===== config.mk =====
export PLATFORM = sky130hd
export DESIGN_NAME = seq_det_rr_sched_flat
export DESIGN_NICKNAME = d
export VERILOG_FILES = /design/src/rtl/seq_det_rr_sched_if.sv /design/src/rtl/seq_det_rr_sched.sv /design/src/flat_wrapper.sv
export SDC_FILE = /design/constraint.sdc
export NUM_CORES = 1
export LEC_CHECK = 0
export BUFFER_PORTS_ARGS = -buffer_cell sky130_fd_sc_hd__buf_2
export CAP_MARGIN = 40
export CORE_ASPECT_RATIO = 1.5
export CORE_MARGIN = 2
export CORE_UTILIZATION = 35
export DETAILED_ROUTE_END_ITERATION = 7
export SETUP_SLACK_MARGIN = 0.1
export SYNTH_ARGS = -nofsm -noshare
export SYNTH_HDL_FRONTEND = slang
export SYNTH_SLANG_ARGS = --single-unit

===== constraint.sdc =====
create_clock -name clk -period 3.2 [get_ports clk]
set_clock_uncertainty 0.1 [all_clocks]
set_input_delay 0.48 -clock clk [delete_from_list [all_inputs] [get_ports clk]]
set_output_delay 0.48 -clock clk [all_outputs]
set_load 0.1 [all_outputs]

===== src/rtl/seq_det_rr_sched_if.sv =====
// rtl/seq_det_rr_sched_if.sv - client and detector signal bundle for the round-robin detector scheduler
interface seq_det_rr_sched_if #(
    parameter int N_REQ = 4,
    parameter int WIDTH = 8,
    parameter int CNT_W = 4,
    parameter int ID_W  = 2
);
    logic [N_REQ-1:0]       req;
    logic [N_REQ*WIDTH-1:0] data;
    logic [N_REQ-1:0]       gnt;
    logic                   busy;
    logic                   det_rst;
    logic                   det_x;
    logic                   det_z;
    logic                   done;
    logic [ID_W-1:0]        done_id;
    logic [CNT_W-1:0]       match_cnt;

    modport slave (
        input  req, data, det_z,
        output gnt, busy, det_rst, det_x, done, done_id, match_cnt
    );

    modport master (
        output req, data, det_z,
        input  gnt, busy, det_rst, det_x, done, done_id, match_cnt
    );
endinterface


===== src/rtl/seq_det_rr_sched.sv =====
// rtl/seq_det_rr_sched.sv - round-robin scheduler feeding words serially into a shared "011" detector
module seq_det_rr_sched #(
    parameter int N_REQ = 4,
    parameter int WIDTH = 8,
    parameter int CNT_W = 4,
    parameter int ID_W  = 2
) (
    input  logic              clk,
    input  logic              rst,
    seq_det_rr_sched_if.slave bus
);
    localparam int BI_W = $clog2(WIDTH + 1);

    typedef enum logic [2:0] {IDLE, CLR, SHIFT, DRAIN, DONE} state_t;

    state_t             state_q, state_d;
    logic [ID_W-1:0]    ptr_q, ptr_d;
    logic [ID_W-1:0]    id_q, id_d;
    logic [WIDTH-1:0]   shreg_q, shreg_d;
    logic [CNT_W-1:0]   cnt_q, cnt_d;
    logic [BI_W-1:0]    bidx_q, bidx_d;
    logic [N_REQ-1:0]   gnt_q, gnt_d;
    logic               det_rst_q, det_rst_d;
    logic               done_q, done_d;
    logic [ID_W-1:0]    done_id_q, done_id_d;
    logic [CNT_W-1:0]   match_cnt_q, match_cnt_d;
    logic               found;
    logic [ID_W-1:0]    win;

    always_comb begin
        state_d     = state_q;
        ptr_d       = ptr_q;
        id_d        = id_q;
        shreg_d     = shreg_q;
        cnt_d       = cnt_q;
        bidx_d      = bidx_q;
        gnt_d       = '0;
        det_rst_d   = 1'b0;
        done_d      = 1'b0;
        done_id_d   = done_id_q;
        match_cnt_d = match_cnt_q;
        found       = 1'b0;
        win         = '0;

        // First set request at or after the pointer wins, wrapping modulo N_REQ
        for (int k = 0; k < N_REQ; k++) begin
            if (!found && bus.req[(int'(ptr_q) + k) % N_REQ]) begin
                found = 1'b1;
                win   = ID_W'((int'(ptr_q) + k) % N_REQ);
            end
        end

        case (state_q)
            IDLE: begin
                if (found) begin
                    shreg_d = bus.data[int'(win)*WIDTH +: WIDTH];
                    id_d    = win;
                    ptr_d   = ID_W'((int'(win) + 1) % N_REQ);
                    state_d = CLR;
                end
            end
            CLR: begin
                cnt_d   = '0;
                bidx_d  = '0;
                state_d = SHIFT;
            end
            SHIFT: begin
                shreg_d = {shreg_q[WIDTH-2:0], 1'b0};
                if (bus.det_z && cnt_q != '1) cnt_d = cnt_q + CNT_W'(1);
                bidx_d = bidx_q + BI_W'(1);
                if (bidx_q == BI_W'(WIDTH - 1)) state_d = DRAIN;
            end
            DRAIN: begin
                // Moore output lags one cycle, so the hit on the final bit shows up here
                if (bus.det_z && cnt_q != '1) cnt_d = cnt_q + CNT_W'(1);
                state_d = DONE;
            end
            DONE:    state_d = IDLE;
            default: state_d = IDLE;
        endcase

        // Registered outputs are decoded from the next state so they line up with it
        if (state_d == CLR) begin
            gnt_d[id_d] = 1'b1;
            det_rst_d   = 1'b1;
        end
        if (state_d == DONE) begin
            done_d      = 1'b1;
            done_id_d   = id_d;
            match_cnt_d = cnt_d;
        end
    end

    always_ff @(posedge clk or posedge rst) begin
        if (rst) begin
            state_q     <= IDLE;
            ptr_q       <= '0;
            id_q        <= '0;
            shreg_q     <= '0;
            cnt_q       <= '0;
            bidx_q      <= '0;
            gnt_q       <= '0;
            det_rst_q   <= 1'b1;
            done_q      <= 1'b0;
            done_id_q   <= '0;
            match_cnt_q <= '0;
        end else begin
            state_q     <= state_d;
            ptr_q       <= ptr_d;
            id_q        <= id_d;
            shreg_q     <= shreg_d;
            cnt_q       <= cnt_d;
            bidx_q      <= bidx_d;
            gnt_q       <= gnt_d;
            det_rst_q   <= det_rst_d;
            done_q      <= done_d;
            done_id_q   <= done_id_d;
            match_cnt_q <= match_cnt_d;
        end
    end

    assign bus.gnt       = gnt_q;
    assign bus.busy      = (state_q != IDLE);
    assign bus.det_rst   = det_rst_q;
    assign bus.det_x     = (state_q == SHIFT) && shreg_q[WIDTH-1];
    assign bus.done      = done_q;
    assign bus.done_id   = done_id_q;
    assign bus.match_cnt = match_cnt_q;
endmodule


===== src/flat_wrapper.sv =====
// flat-port wrapper written by rule: the top's interface ports become plain ports
module seq_det_rr_sched_flat 
#(
    parameter int N_REQ = 4,
    parameter int WIDTH = 8,
    parameter int CNT_W = 4,
    parameter int ID_W  = 2
)
  (clk, rst, bus_req, bus_data, bus_det_z, bus_gnt, bus_busy, bus_det_rst, bus_det_x, bus_done, bus_done_id, bus_match_cnt);
  seq_det_rr_sched_if #(.N_REQ(N_REQ), .WIDTH(WIDTH), .CNT_W(CNT_W), .ID_W(ID_W)) bus_i ();
  input  logic clk;
  input  logic rst;
  input wire logic [$bits(bus_i.req)-1:0] bus_req;
  input wire logic [$bits(bus_i.data)-1:0] bus_data;
  input wire logic [$bits(bus_i.det_z)-1:0] bus_det_z;
  output wire logic [$bits(bus_i.gnt)-1:0] bus_gnt;
  output wire logic [$bits(bus_i.busy)-1:0] bus_busy;
  output wire logic [$bits(bus_i.det_rst)-1:0] bus_det_rst;
  output wire logic [$bits(bus_i.det_x)-1:0] bus_det_x;
  output wire logic [$bits(bus_i.done)-1:0] bus_done;
  output wire logic [$bits(bus_i.done_id)-1:0] bus_done_id;
  output wire logic [$bits(bus_i.match_cnt)-1:0] bus_match_cnt;
  assign bus_i.req = bus_req;
  assign bus_i.data = bus_data;
  assign bus_i.det_z = bus_det_z;
  assign bus_gnt = bus_i.gnt;
  assign bus_busy = bus_i.busy;
  assign bus_det_rst = bus_i.det_rst;
  assign bus_det_x = bus_i.det_x;
  assign bus_done = bus_i.done;
  assign bus_done_id = bus_i.done_id;
  assign bus_match_cnt = bus_i.match_cnt;
  seq_det_rr_sched #(.N_REQ(N_REQ), .WIDTH(WIDTH), .CNT_W(CNT_W), .ID_W(ID_W)) u_core (.clk(clk), .rst(rst), .bus(bus_i));
endmodule

# Yosys cells after proc, flatten, opt, wreduce, memory -nomap -nowiden
# Index checks and enable logic that the tools add are counted.
# W data, S select, Z words.
dict set report op_classes {
  bitwise_logic 3
  shift 1
  n_eq_ne 8
  mux 34
  order_cmp 6
  addsub 6
  reduce_logical 19
}
# op n
set op_table {}
lappend op_table {{$shiftx A32 B6 Y8} 1}
lappend op_table {{$pmux W4 S2} 2}
lappend op_table {{$pmux W8 S2} 1}
lappend op_table {{$mux W1} 14}
lappend op_table {{$lt A3 B4 Y1 const B} 3}
lappend op_table {{$mux W2} 6}
lappend op_table {{$pmux W3 S4} 1}
lappend op_table {{$add A4 B1 Y4 const B} 2}
lappend op_table {{$bmux W1 S2} 4}
lappend op_table {{$mux W4} 2}
lappend op_table {{$mux W8} 1}
lappend op_table {{$reduce_or A2 Y1} 4}
lappend op_table {{$eq A3 B1 Y1 const B} 2}
lappend op_table {{$eq A3 B2 Y1 const B} 2}
lappend op_table {{$logic_and A1 B1 Y1} 6}
lappend op_table {{$lt A2 B3 Y1 const B} 2}
lappend op_table {{$mux W3} 2}
lappend op_table {{$add A2 B1 Y2 const B} 2}
lappend op_table {{$add A2 B2 Y2 const B} 2}
lappend op_table {{$eq A4 B3 Y1 const B} 1}
lappend op_table {{$ne A4 B4 Y1 const B} 1}
lappend op_table {{$reduce_and A2 Y1} 2}
lappend op_table {{$reduce_bool A2 Y1} 2}
lappend op_table {{$and A1 B1 Y1 const A} 3}
lappend op_table {{7 further kinds} 9}
dict set report word_totals {
  regBits 35
  wordCells 88
  output_inout_bits 14
  in_bits 39
}

# Logic depth before layout (Yosys ltp)
# Gate-level depths: netlist of run 1.
dict set report logic_depth {
  word_depth 21
  mapped_depth 6
  depth_no_buf 6
}

# Least setup slack after synthesis of run 1
# Ideal clock, no wire load.
dict set report synth_path {
  path_kind {register -> output}
  start {register u_core.state_q[2]}
  end {output port bus_det_x}
  n_path_buf 0
  path_stages_with_launch 3
  t_required_ns 2.620
  arrival_time_ns 1.357
  slack_ns 1.263
  path_cell_list {dfrtp_1 nor2_1 and3_1}
}
dict set report synth_via {
  elab_chain_len 2
}
# item line
set synth_rtl {}
lappend synth_rtl {{start, declared} seq_det_rr_sched.sv:16} ;# state_t state_q, state_d;
lappend synth_rtl {{start signal, assigned} seq_det_rr_sched.sv:108} ;# state_q <= state_d;
lappend synth_rtl {{$eq A3 B2 Y1} seq_det_rr_sched.sv:125} ;# assign bus.det_x = (state_q == SHIFT) && shreg_q[WIDTH-1];
lappend synth_rtl {{$logic_and A1 B1 Y1} seq_det_rr_sched.sv:125}
lappend synth_rtl {{end, declared} flat_wrapper.sv:19} ;# output wire logic [$bits(bus_i.det_x)-1:0] bus_det_x;
# Every way passes these cells.

# Final worst setup path of run 1
dict set report layout_path {
  start {register u_core.state_q[1]}
  end {output port bus_busy}
}
dict set report layout_via {
  elab_chain_len 1
}
# item line
set layout_rtl {}
lappend layout_rtl {{$reduce_bool A3 Y1} seq_det_rr_sched.sv:123} ;# assign bus.busy = (state_q != IDLE);
lappend layout_rtl {{end, declared} flat_wrapper.sv:17} ;# output wire logic [$bits(bus_i.busy)-1:0] bus_busy;
# Every way passes these cells.

==> results by group, run 1 <==
Die
  – Ports: 53
  – Std-Cell Rows: 31
  – Core Footprint: 4890 um^2
  – Starting Density: 36.7%
  – Die area: 5730 um^2
  – Die X: 62.5 um
  – Die H: 91.7 um

Power
  – Tot Pwr: 2.47 mW
  – Leakage: 1.08 nW
  – Maximum VDD drop: 0.461 mV
  – PD cells: 1110 nW/um^2

Drt
  – Final WL: 3.49 mm
  – WL/cell: 12.5 um
  – DRT iter0 DRCs: 45
  – Detail-routed via count per cell: 4.87
  – Initial DRT Pass Iterations: 4
  – Post-route DRC violation count: 0
  – Number of antenna-violating nets in the routed design: 0
  – Vias: 1364

Clock tree
  – TritonCTS clock tree: built
  – Post-CTS Hold Fix Bufs: 0
  – CTS Buf Count: 5
  – Setup bufs post-CTS: 0
  – CTS Sinks: 35
  – Insertion delay to the later sink of the worst-skew pair: 280 ps
  – Clock Path Buffers: 2
  – Clock transition at path regs: 70 ps
  – CTS-repair resized insts: 0
  – Clock root cell: clkbuf_8
  – H-tree Lvls: 2

Timing
  – Total Neg Setup Slack: 0 ps
  – RSZ-0062 raised after global routing: no
  – Final Hold Vio Count: 0
  – Period utilization: 65.9%
  – Final Max Slew Viols: 0
  – Slew HR: 67.5%
  – Final min period: 2110 ps
  – Hold Slack: 177 ps
  – Final-report setup violation count: 0
  – Worst Tran Pin Value: 484 ps
  – Max Fclk: 474 MHz

Global routing
  – First-pass GRT wire length: 6.23 mm
  – Grt ovf: 0
  – Vias in the first global route: 1427
  – GR Util All Layers: 13.3%
  – Pin count of the biggest net entering global routing: 36
  – Initial antenna violation count: 0

Final layout
  – Reg area: 877 um^2
  – Area Growth Syn to Fin: 24.2%
  – # nets final: 254
  – Final core occ: 45.6%
  – Multi-input logic area: 851 um^2
  – Diodes inserted: 0
  – Layout fillers: 510
  – Fraction of layout cells with a size suffix above 1: 40.7%

Critical path
  – Critical Path AT: 1530 ps
  – Delay of the slowest cell on the worst path: 440 ps
  – Worst setup EP type: output pin
  – Crit start category: flop
  – R2R setup slack: 1300 ps
  – Type of the worst setup path: flop to output pin
  – Worst EP required: 2620 ps
  – Crit-path slowest cell: dfrtp_1
  – Max FO, Critical Path: 6
  – Kind of cell adding the most delay to the critical path: flip-flops
  – Worst path buffer plus inverter count: 2
  – CP cell instances: nor3_1, inv_1, buf_2

Synth
  – Top-area cell type share of the netlist area: 47.4%
  – FFs w/ async S/R, synth: 100%
  – Primary FF master, synth: dfrtp_1
  – Synthesized flop and latch total: 35
  – Number of synthesized flops with an enable pin: 0
  – Synth cell count leaders: 34 x dfrtp_1, 16 x mux2i_1, 10 x nand2_1, 10 x nor2_1, 10 x o21ai_0
  – Top-count cell post-synth: dfrtp_1
  – Synthesized net count: 199
  – Synth warn: 0
  – Count of cell types in the netlist: 42
  – Synth Cell Area: 1790 um^2
  – Synth Instances: 158
  – Dominant cells by area after synthesis: dfrtp_1 47%, mux2i_1 8.9%, o221ai_2 5.9%
  – Register area share after synthesis: 48.9%
  – Synth area leader: dfrtp_1
  – Synth Area per Inst: 11.4 um^2

Worst hold path
  – HP Class: primary input to asynchronous set/reset pin

Run status
  – Status: finished clean

Job
  – Max-cap viol count: 0

Placed design
  – DP HPWL: 2.75 mm
  – Gpl congestion: 0.771
  – Port Buffer Count: 52
==> worst reg2reg max path, stage by stage, from the launching register on <==
cell and delay (ps):
dfrtp_1 430, nor2b_2 400, and2_1 420, nor2_1 170, o21ai_0 170, o21ai_0 90
==> registers in the layout, indices dropped and copies added (netlist names) <==
register	cells
u_core.shreg_q	8
u_core.id_q	2
u_core.bus.match_cnt	4
u_core.bus.gnt	4
u_core.bidx_q	4
u_core.cnt_q	4
u_core.state_q	3
u_core.bus.done	1
u_core.bus.done_id	2
u_core.ptr_q	2
u_core.bus.det_rst	1
==> per-layer routing <==
metal  part of all wire (%)  global-route usage, %  routed length [um]
met5                      0                      0                   0
met4                   0.77                   2.78                  27
met3                    5.3                   3.56                 184
met2                     51                   24.2                1770
met1                     43                   15.5                1500
==> final cells by class <==
type                            instances  share of cell area, %
Sequential cell                        35                   39.4
Multi-Input combinational cell        109                   38.2
Timing Repair Buffer                   54                   12.4
Tap cell                               66                   3.71
Clock buffer                            5                   3.09
Clock inverter                          3                   1.97
Inverter                                8                   1.35
==> cell families after synthesis <==
logic type      count (synthesis)  share of synthesized area (%)
simple gates                   45                           14.2
flops                          35                           48.9
compound gates                 41                           19.6
xor+xnor                        1                          0.488
fa+ha+maj                       2                           1.39
mux                            20                           11.4
buf+inv                        14                           4.04
==> worst paths after layout <==
kind	startpoint	endpoint	cells past startpoint
min in group clk	u_core.id_q[1]$_DFF_PP0_	u_core.id_q[1]$_DFF_PP0_	2
setup reg to reg	u_core.state_q[1]$_DFF_PP0_	u_core.bidx_q[3]$_DFFE_PP0P_	5
max in group asynchronous	rst	u_core.bus.det_rst$_DFF_PP1_	3
setup / recovery	u_core.state_q[1]$_DFF_PP0_	bus_busy	3
hold reg to reg	u_core.id_q[1]$_DFF_PP0_	u_core.id_q[1]$_DFF_PP0_	2
hold / removal	rst	u_core.bus.gnt[0]$_DFF_PP0_	3
==> cell usage in the layout (no fill, tap or decap), drive strengths merged, types with 5 or more instances in the layout <==
master	n
buf	54
dfrtp	34
mux2i	16
nand2	12
o21ai	12
nor2	10
inv	8
a22oi	7
o221ai	7
nand3	7
clkbuf	5
==> report_power, final <==
| group | internal, mW | switching (mW) |
|---|---|---|
| clock network | 0.232 | 0.161 |
| logic | 0.378 | 0.957 |
| registers | 0.623 | 0.118 |
==> stage by stage <==
step,area [um^2],std cells,worst slack (ps)
floorplan,1790,158,1260
global placement,2120,272,1230
detailed placement,2120,272,1190
CTS,2230,280,1040
global route,2230,280,943
finish,2230,280,1090
Note: power is estimated with default switching activity, not from simulation.
==> inputs of run 2 (changes only) <==
Clock period 3.2 ns to 2.03 ns, I/O delays scaled along.
==> run 2 against run 1 <==
  * Clock power increased by 22%
  * Sequential power grew 59%
  * First-iteration DRC count is 62% lower
  * Via count is 2.0% higher
  * Non-clock buffer count is 3 higher
  * Hold slack lost 170 ps
  * Sequential share of layout area shrank 0.13 points
  * Routed wire length rose by 3.3%
  * Flip-flop and latch count stayed put
  * Critical path depth is the same
  * Largest power group unchanged
==> results by group, run 2 (synthesis results as in run 1) <==
Global routing
  – Initial antenna violation count: 0 (unchanged)
  – First-pass GRT wire length: 6.20 mm (was 6.23 mm)
  – Pin count of the biggest net entering global routing: 36 (unchanged)
  – GR Util All Layers: 13.3% (about the same)
  – Vias in the first global route: 1464 (was 1427)
  – Grt ovf: 0 (unchanged)

Clock tree
  – Post-CTS Hold Fix Bufs: 0 (unchanged)
  – Clock Path Buffers: 2 (unchanged)
  – Insertion delay to the later sink of the worst-skew pair: 280 ps (about the same)
  – CTS Buf Count: 5 (unchanged)
  – H-tree Lvls: 2 (unchanged)
  – TritonCTS clock tree: built (unchanged)
  – Clock root cell: clkbuf_8 (unchanged)
  – CTS Sinks: 35 (unchanged)
  – Clock transition at path regs: 70 ps (about the same)

Final layout
  – # nets final: 257 (was 254)
  – Layout fillers: 507 (was 510)
  – Max reg flops: 8 (unchanged)
  – Area Growth Syn to Fin: 24.6% (was 24.2%)
  – Layout Cells excl Fill: 283 (was 280)
  – Diodes inserted: 0 (unchanged)
  – Design Area, Final: 2240 um^2 (was 2230 um^2)
  – Fraction of layout cells with a size suffix above 1: 41.5% (was 40.7%)
  – Most flops, register: u_core.shreg_q (unchanged)
  – Commonest non-fill, non-tap cell in the layout: buf_2 (unchanged)
  – Most frequent cells in the layout: 51 x buf_2, 34 x dfrtp_1, 16 x mux2i_1 (was 52 x buf_2, 34 x dfrtp_1, 16 x mux2i_1)

Placed design
  – DP HPWL: 2.81 mm (was 2.75 mm)
  – Gpl congestion: 0.763 (was 0.771)
  – Placed Instances: 275 (was 272)
  – Placed Area: 2140 um^2 (was 2120 um^2)
  – Port Buffer Count: 52 (unchanged)

Die
  – Die H: 91.7 um (unchanged)
  – Std-Cell Rows: 31 (unchanged)
  – Core Footprint: 4890 um^2 (unchanged)
  – Die area: 5730 um^2 (unchanged)
  – Die X: 62.5 um (unchanged)
  – Starting Density: 36.7% (unchanged)
  – Ports: 53 (unchanged)

Critical path
  – CP cell instances: nor3_2, inv_1, buf_2 (was nor3_1, inv_1, buf_2)
  – Crit-path slowest cell: dfrtp_1 (unchanged)
  – Delay of the slowest cell on the worst path: 460 ps (was 440 ps)
  – Max FO, Critical Path: 5 (was 6)
  – Critical Path AT: 1440 ps (was 1530 ps)
  – Crit start category: flop (unchanged)
  – Worst EP required: 1630 ps (was 2620 ps)
  – Type of the worst setup path: flop to output pin (unchanged)
  – Worst setup EP type: output pin (unchanged)

Drt
  – DRT iter0 DRCs: 17 (was 45)
  – Initial DRT Pass Iterations: 5 (was 4)
  – Vias: 1391 (was 1364)
  – Final WL: 3.60 mm (was 3.49 mm)
  – WL/cell: 12.7 um (was 12.5 um)
  – Detail-routed via count per cell: 4.92 (was 4.87)
  – Post-route DRC violation count: 0 (unchanged)
  – Number of antenna-violating nets in the routed design: 0 (unchanged)

Timing
  – Final min period: 1850 ps
  – Period utilization: 91.1%
  – Total Neg Setup Slack: 0 ps (unchanged)
  – Slew HR: 67.7% (was 67.5%)
  – Max Fclk: 541 MHz
  – Worst Tran Pin Value: 487 ps (was 484 ps)
  – RSZ-0062 raised after global routing: yes (was no)
  – Final Hold Vio Count: 0 (unchanged)
  – Final Max Slew Viols: 0 (unchanged)
  – Hold Slack: 6.34 ps (was 177 ps)
  – Final-report setup violation count: 0 (unchanged)

Power
  – Maximum VDD drop: 0.697 mV (was 0.461 mV)
  – Tot Pwr: 3.82 mW (was 2.47 mW)
  – PD cells: 1710 nW/um^2 (was 1110 nW/um^2)
  – Leakage: 1.08 nW (about the same)

Job
  – Max-cap viol count: 0 (unchanged)

Worst hold path
  – HP Class: primary input to asynchronous set/reset pin (unchanged)

Run status
  – Status: finished clean (unchanged)
[run 2: cell types whose count changed in the layout (fill, tap and decap cells not counted), sizes merged]
cell / previous run / this run
clkinvlp: 0 / 1
clkinv: 2 / 1
bufinv: 1 / 0
clkbuf: 5 / 6
buf: 54 / 57
[run 2: layer usage]
metal | global-route usage, % | wire, um | vias to the layer above
li1 | - | - | 693
met1 | 14.8 | 1520 | 652
met5 | 0 | 0 | -
met4 | 3.33 | 6 | 0
met3 | 2.94 | 181 | 2
met2 | 25.3 | 1890 | 44
[run 2: repair_timing]
action,in CTS,in global routing
setup endpoints to repair,2,1
buffers inserted,0,0
resized for setup,2,1
cloned,0,0
endpoints found under the hold margin,0,0
[run 2: worst max-delay path: cells and delay by family (launching register included)]
kind / cells / cell delay (ps)
flip-flops: 1 / 460
AND/OR/NAND/NOR: 1 / 320
buffers and inverters: 2 / 380
[run 2: path summary, 6_finish.rpt]
kind                                         startpoint                            end  slack, ps  cells past startpoint
min in group clk                           bus_data[10]  u_core.shreg_q[2]$_DFFE_PP0P_        240                      3
hold reg to reg            u_core.bidx_q[3]$_DFFE_PP0P_   u_core.bidx_q[3]$_DFFE_PP0P_        390                      1
max in group asynchronous                           rst   u_core.bus.det_rst$_DFF_PP1_       1490                      3
setup / recovery            u_core.state_q[2]$_DFF_PP0_                       bus_busy        180                      3
hold / removal                                      rst      u_core.bus.done$_DFF_PP0_          6                      3
setup reg to reg            u_core.ptr_q[1]$_DFFE_PP0P_    u_core.ptr_q[0]$_DFFE_PP0P_        240                      5
[run 2: power by group]
part | switching, mW | total (mW) | internal, mW
Clock | 0.241 | 0.480 | 0.240
Combinational | 1.52 | 2.16 | 0.640
Sequential | 0.194 | 1.18 | 0.983
[run 2: stage by stage]
stage	setup WS [ps]	util, %
final	181	45.8
after detailed placement	195	43.8
after CTS	173	45.6
after floorplan	268	-
after global routing	91.2	45.8
after global placement	231	43.8
[run 2: cell type report]
type | count | area (um^2) | area share (%)
clock inverter | 2 | 12.5 | 0.560
tap | 66 | 82.6 | 3.69
sequential | 35 | 877 | 39.2
inverter | 8 | 30.0 | 1.34
timing repair buffer | 57 | 300 | 13.4
clock buffer | 6 | 72.6 | 3.25
multi-input combinational | 109 | 861 | 38.5
